===== config.mk =====
export PLATFORM = sky130hd
export DESIGN_NAME = hazard_forward_ctrl
export DESIGN_NICKNAME = d
export VERILOG_FILES = /design/src/rtl/hazard_forward_ctrl.sv
export SDC_FILE = /design/constraint.sdc
export NUM_CORES = 1
export LEC_CHECK = 0
export CORE_MARGIN = 8
export CORE_UTILIZATION = 56
export CTS_BUF_LIST = sky130_fd_sc_hd__clkbuf_2
export DETAILED_ROUTE_END_ITERATION = 8
export PLACE_DENSITY = 0.87
export SYNTH_ARGS = -nofsm -noshare
export SYNTH_HDL_FRONTEND = slang
export SYNTH_SLANG_ARGS = --single-unit

===== constraint.sdc =====
create_clock -name clk -period 4 [get_ports clk]
set_clock_uncertainty 0.05 [all_clocks]
set_input_delay 1.2 -clock clk [delete_from_list [all_inputs] [get_ports clk]]
set_output_delay 1.2 -clock clk [all_outputs]
set_load 0.02 [all_outputs]

===== src/rtl/hazard_forward_ctrl.sv =====
// Hazard controller for the 5-stage pipeline: EX operand forwarding selects,
// load-use detection and multiplier sequencing with front-end stall/bubble.
module hazard_forward_ctrl #(
    parameter int REG_ADDR_W = 5,
    parameter int MULT_LAT   = 4,
    parameter int CNT_W      = 3
) (
    input  logic                  clk,
    input  logic                  reset,
    input  logic [REG_ADDR_W-1:0] id_rs,
    input  logic [REG_ADDR_W-1:0] id_rt,
    input  logic                  id_use_rs,
    input  logic                  id_use_rt,
    input  logic [REG_ADDR_W-1:0] id_rd,
    input  logic                  id_reg_write,
    input  logic                  id_is_load,
    input  logic                  id_is_mult,
    input  logic                  id_reads_hilo,
    input  logic                  flush,
    input  logic                  ext_freeze,
    output logic [1:0]            fwd_a,
    output logic [1:0]            fwd_b,
    output logic                  stall,
    output logic                  bubble,
    output logic                  mult_busy
);

    typedef enum logic {IDLE, BUSY} mstate_t;

    mstate_t               mstate;
    logic [CNT_W-1:0]      mcnt;

    logic [REG_ADDR_W-1:0] ex_rs_p0, ex_rt_p0, ex_rd_p0;
    logic                  ex_urs_p0, ex_urt_p0, ex_rw_p0, ex_ld_p0;
    logic [REG_ADDR_W-1:0] mem_rd_p1;
    logic                  mem_rw_p1;
    logic [REG_ADDR_W-1:0] wb_rd_p2;
    logic                  wb_rw_p2;

    logic load_hz, mult_hz;

    // MEM result wins over WB; register 0 is hard-wired and never forwarded.
    function automatic logic [1:0] fwd_sel(
        input logic [REG_ADDR_W-1:0] src,
        input logic                  src_used,
        input logic [REG_ADDR_W-1:0] mem_rd,
        input logic                  mem_rw,
        input logic [REG_ADDR_W-1:0] wb_rd,
        input logic                  wb_rw
    );
        logic [1:0] sel;
        sel = 2'b00;
        if (src_used && mem_rw && (mem_rd != '0) && (mem_rd == src))
            sel = 2'b01;
        else if (src_used && wb_rw && (wb_rd != '0) && (wb_rd == src))
            sel = 2'b10;
        return sel;
    endfunction

    assign fwd_a = fwd_sel(ex_rs_p0, ex_urs_p0, mem_rd_p1, mem_rw_p1, wb_rd_p2, wb_rw_p2);
    assign fwd_b = fwd_sel(ex_rt_p0, ex_urt_p0, mem_rd_p1, mem_rw_p1, wb_rd_p2, wb_rw_p2);

    assign load_hz = ex_ld_p0 && ex_rw_p0 && (ex_rd_p0 != '0) &&
                     ((id_use_rs && (id_rs == ex_rd_p0)) ||
                      (id_use_rt && (id_rt == ex_rd_p0)));

    assign mult_busy = (mstate == BUSY);
    assign mult_hz   = mult_busy && (id_is_mult || id_reads_hilo);

    // A squashed instruction never needs to wait.
    assign stall  = (load_hz || mult_hz) && !flush;
    assign bubble = stall;

    // ---- ID -> EX -> MEM -> WB shadow pipeline ----
    always_ff @(posedge clk or posedge reset) begin
        if (reset) begin
            ex_rs_p0  <= '0;
            ex_rt_p0  <= '0;
            ex_rd_p0  <= '0;
            ex_urs_p0 <= 1'b0;
            ex_urt_p0 <= 1'b0;
            ex_rw_p0  <= 1'b0;
            ex_ld_p0  <= 1'b0;
            mem_rd_p1 <= '0;
            mem_rw_p1 <= 1'b0;
            wb_rd_p2  <= '0;
            wb_rw_p2  <= 1'b0;
        end else if (!ext_freeze) begin
            wb_rd_p2  <= mem_rd_p1;
            wb_rw_p2  <= mem_rw_p1;
            mem_rd_p1 <= ex_rd_p0;
            mem_rw_p1 <= ex_rw_p0;
            ex_rs_p0  <= id_rs;
            ex_rt_p0  <= id_rt;
            ex_rd_p0  <= id_rd;
            ex_urs_p0 <= id_use_rs;
            ex_urt_p0 <= id_use_rt;
            ex_rw_p0  <= id_reg_write && !(bubble || flush);
            ex_ld_p0  <= id_is_load && !(bubble || flush);
        end
    end

    // Multiplier runs independently of the memory freeze once issued.
    always_ff @(posedge clk or posedge reset) begin
        if (reset) begin
            mstate <= IDLE;
            mcnt   <= '0;
        end else begin
            case (mstate)
                IDLE: begin
                    if (id_is_mult && !stall && !flush && !ext_freeze) begin
                        mstate <= BUSY;
                        mcnt   <= CNT_W'(MULT_LAT - 1);
                    end
                end
                BUSY: begin
                    if (mcnt == '0)
                        mstate <= IDLE;
                    else
                        mcnt <= mcnt - CNT_W'(1);
                end
                default: begin
                    mstate <= IDLE;
                    mcnt   <= '0;
                end
            endcase
        end
    end

endmodule

== After elaboration in Yosys (flattened, before gate mapping) ==
Index checks and enable logic that the tools add are counted.

* $lt $le $gt $ge: 0
* Divide/modulo/power cells: 0
* Shift operators: 0
* Multipliers: 0
* Equality and inequality tests: 8
* Add/subtract/negate cells: 1
* Reductions and logical operators: 37
* Bitwise logic cells: 1
* Multiplexer cells: 10

{| class="wikitable"
|+ Operators with widths
! kind !! count
|-
| $eq A5 B5 Y1 || 6
|-
| $logic_and A1 B1 Y1 || 24
|-
| $reduce_bool A5 Y1 || 3
|-
| $mux W2 || 4
|-
| $mux W3 || 2
|-
| $pmux W3 S2 || 1
|-
| $logic_not A1 Y1 || 4
|-
| $logic_or A1 B1 Y1 || 4
|-
| $ne A2 B2 Y1 const B || 2
|-
| $logic_not A3 Y1 || 1
|-
| $sub A3 B1 Y3 const B || 1
|-
| $mux W1 || 2
|-
| $pmux W1 S2 || 1
|-
| $reduce_and A2 Y1 || 1
|-
| $not A1 Y1 || 1
|}

* Register bits: 35
* Bits in latches: 0
* Word-level logic and storage cells: 70
* Memories: 0
* RAM bits: 0
* Input bits: 25
* Output and inout bits: 7
* Memory bits (read-only): 0

== Logic depth before layout (Yosys ltp) ==
* Depth in word-level cells: 12
* Gate-level depth with buffers: 7
* Gate-level depth less buffers: 7

== Least setup slack after synthesis ==
No wires, ideal clock.

* Path kind: in2out
* From: input port id_rs[1]
* To: output port stall
* Data required time: 2.750 ns
* Path slack: 0.184 ns
* Arrival time: 2.566 ns
* Stages: 6
* Path buffers: 1
* Path through: xor2_1 nor4_2 a32oi_1 nand2b_1 a21oi_1 buf_4

* Longest elaborated chain between the ends: 6

{| class="wikitable"
|+ RTL lines
! item !! RTL line !! source
|-
| start, declared || 10 || <nowiki>input logic [REG_ADDR_W-1:0] id_rs,</nowiki>
|-
| $eq A5 B5 Y1 || 64 || <nowiki>((id_use_rs && (id_rs == ex_rd_p0)) ||</nowiki>
|-
| $logic_and A1 B1 Y1 || 64 ||
|-
| $logic_or A1 B1 Y1 || 64 ||
|-
| $logic_and A1 B1 Y1 || 63 || <nowiki>assign load_hz = ex_ld_p0 && ex_rw_p0 && (ex_rd_p0 != '0) &&</nowiki>
|-
| $logic_or A1 B1 Y1 || 71 || <nowiki>assign stall = (load_hz || mult_hz) && !flush;</nowiki>
|-
| $logic_and A1 B1 Y1 || 71 ||
|-
| end, declared || 23 || <nowiki>output logic stall,</nowiki>
|}

No other way between the ends.

== Worst setup path in the final report ==
* From: input port id_rt[3]
* To: output port stall

* Longest elaborated chain between the ends: 6

{| class="wikitable"
|+ RTL lines
! item !! RTL line !! source
|-
| start, declared || 11 || <nowiki>input logic [REG_ADDR_W-1:0] id_rt,</nowiki>
|-
| $eq A5 B5 Y1 || 65 || <nowiki>(id_use_rt && (id_rt == ex_rd_p0)));</nowiki>
|-
| $logic_and A1 B1 Y1 || 65 ||
|-
| $logic_or A1 B1 Y1 || 64 ||
|-
| $logic_and A1 B1 Y1 || 63 ||
|-
| $logic_or A1 B1 Y1 || 71 ||
|-
| $logic_and A1 B1 Y1 || 71 ||
|}

No other way between the ends.

==> impl_metrics.csv <==
group,metric,value,unit
finish,layout_common_cells,"35 x dfrtp_1, 29 x mux2_2, 23 x clkdlybuf4s50_1, 16 x xor2_1, 14 x xnor2_1",
timing,worstMarginPinSlew,440,ps
setup_path,crit_chain,"clkdlybuf4s50_1 > xor2_1 > nor4_1 > a32oi_1 > nand2b_1 > a21oi_2 > buf_6",
route,wl_per_cell,17.0,µm
yosys,synth.distinct_cells,32,
power,ir_drop,0.273,mV
route,drt_first_pass_iters,4,
power,leakagePower,0.931,nW
cts,ctsRootBufferMaster,"clkbuf_2",
global_route,use_met1,0.177,
timing,setup_tns,0,ps
timing,finalCritPeriodShare,0.982,
route,num_vias,1243,
route,vias_per_cell,5.40,
global_route,grt_use_met2,0.285,
finish,layout_commonest_cell,"dfrtp_1",
floorplan,num_rows,20,
global_route,grt_max_degree,36,
timing,max_freq,255,MHz
setup_path,path_class,"primary input to primary output",
yosys,ys_warn_count,0,
timing,drv_slew,0,
route,drtIter0Drc,91,
route,drc_errors,0,
cts,clock_sink_count,35,
global_route,grt_usage,0.165,
setup_path,crit_required,2750,ps
timing,hold_viol,0,
cts,clk_latency,380,ps
hold_path,hold_depth,1,
route,ant_nets,0,
cts,cts_inserted_buffers,5,
yosys,synth_ff_type,"dfrtp_1",
finish,area_delta_synth_final,23.0,%
placement,hpwlAfterDp,3050,µm
hold_path,hp-class,"flop to flop",
yosys,synth-edff-count,0,
yosys,syn_inst,148,
global_route,antenna_found_initial,0,
setup_path,setup.worst_path.start_class,"primary input",
setup_path,crit_family,"buffers and inverters",
floorplan,initial_core_util,0.587,
cts,cts_max_level,2,
setup_path,crit_cells,7,
global_route,grt_pass1_vias,1381,
placement,io_buffers,31,
route,drt-total-wl,3910,µm
setup_path,worstPathArrival,2680,ps
yosys,synth_async_sr_flop_share,1.00,
setup_path,cp_max_fo,2,
job,maxCapViolCount,0,
cts,cts_hold_buf,0,
placement,finalWeightedCongestion,0.947,
setup_path,end_kind,"primary output",
finish,drive_above_1_share,0.263,
timing,fin_crit,3930,ps
yosys,synth.cell_area,1790,µm²
yosys,synth_nets,175,
timing,relSlewSlack,0.707,
finish,fin_nets,212,
timing,rsz0062_at_grt,"no",
setup_path,cpPeakStageDelay,440,ps
setup_path,reg2reg_depth,6,
cts,clk_pin_slew,160,ps
global_route,grt_pass1_wl,6510,µm
setup_path,cp_num_buf_inv,2,
floorplan,ios,32,
timing,holdWs,452,ps
global_route,grt.overflow.total,0,
floorplan,dieHeight,72.6,µm
status,outcome,"finished, final reports clean",
floorplan,die_w,72.6,µm
yosys,avgSynthCellArea,12.1,µm²
global_route,grt_util_met3,0.0537,
floorplan,core_area,3050,µm²
finish,n_antenna_cell,0,
setup_path,slowest_stage,"clkdlybuf4s50_1",
yosys,ys_seq_area_frac,0.489,
yosys,ys_ff_latch,35,
cts,cts_tree,"done",
cts,cts.path.max_buffers,2,
floorplan,dieArea,5270,µm²
timing,setup_viol_count_final,0,
global_route,gr-max-usage-layer,"met2",
power,power_density,423,nW/µm²
state kept, by name, summed over array words and instances, names as in the netlist:
register and count:
ex_ld_p0 1, ex_rt_p0 5, mult_busy 1, ex_rs_p0 5, ex_rd_p0 5, ex_urs_p0 1
wb_rd_p2 5, mcnt 3, wb_rw_p2 1, ex_urt_p0 1, mem_rd_p1 5, ex_rw_p0 1
mem_rw_p1 1
metal layers:
layer,part of all wire,vias to the layer above
met5,0,-
met4,0.017,0
met3,0.044,7
met2,0.53,24
met1,0.41,623
li1,-,589
through the flow:
stage	instances	util	area, µm²	power [mW]	setup WS [ps]
floorplan	148	-	1790	0.674	184
global placement	222	0.708	2160	0.754	-488
detailed placement	222	0.708	2160	0.777	-546
CTS	230	0.721	2200	0.940	26.9
global route	230	0.722	2200	0.987	14.1
finish	230	0.722	2200	0.931	72.2
cells by family (layout without fill, tap and decap cells):
group	count (synthesis)	after routing	synth area share
buffers and inverters	10	48	0.0230
adder cells (fa/ha/maj)	2	2	0.0140
XOR/XNOR	30	30	0.147
multiplexers	29	29	0.182
AO/OA/AOI/OAI	12	12	0.0503
AND/OR/NAND/NOR	30	30	0.0950
flip-flops	35	35	0.489
cell type report:
class,count,area (µm²)
clock buffers,7,35.0
repair buffers,34,332
flip-flops and latches,35,876
clock inverters,1,5.00
fillers,242,850
well taps,44,55.1
inverters,6,22.5
multi-input cells,103,878
final timing paths:
path,start,to,slack [ps]
max,id_rt[3],stall,70
min,mcnt[0],mcnt[0],450
max reg2reg,ex_rd_p0[0],mcnt[2],2200
min reg2reg,mcnt[0],mcnt[0],450
max in group asynchronous,reset,wb_rd_p2[2],2460
min in group asynchronous,reset,ex_rt_p0[1],1130
power by group:
part	internal (mW)	switching [mW]	total, mW
registers	0.415	0.0699	0.484
logic	0.153	0.130	0.283
clock network	0.0477	0.116	0.164
cells in the mapped netlist (2+ instances only):
master	count	area share
inv_1	5	0.010
nand3_1	2	0.0056
xnor2_1	14	0.068
nor4_1	3	0.010
ha_1	2	0.014
nor2_1	3	0.0063
o21ai_1	3	0.0084
o21ai_2	2	0.0098
dfrtp_1	35	0.49
buf_1	3	0.0063
xor2_1	16	0.078
mux2_2	29	0.18
nor3_1	2	0.0056
nand2_1	7	0.015
or4_1	2	0.0084
nand4_1	4	0.014
timing repair:
item | 4_1_cts | 5_1_grt
buffers inserted | 0 | 0
gates resized for setup | 18 | 1
pin swaps | 4 | 3
endpoints found under the setup margin | 2 | 2
No activity file was read; power rests on OpenSTA's default activity.
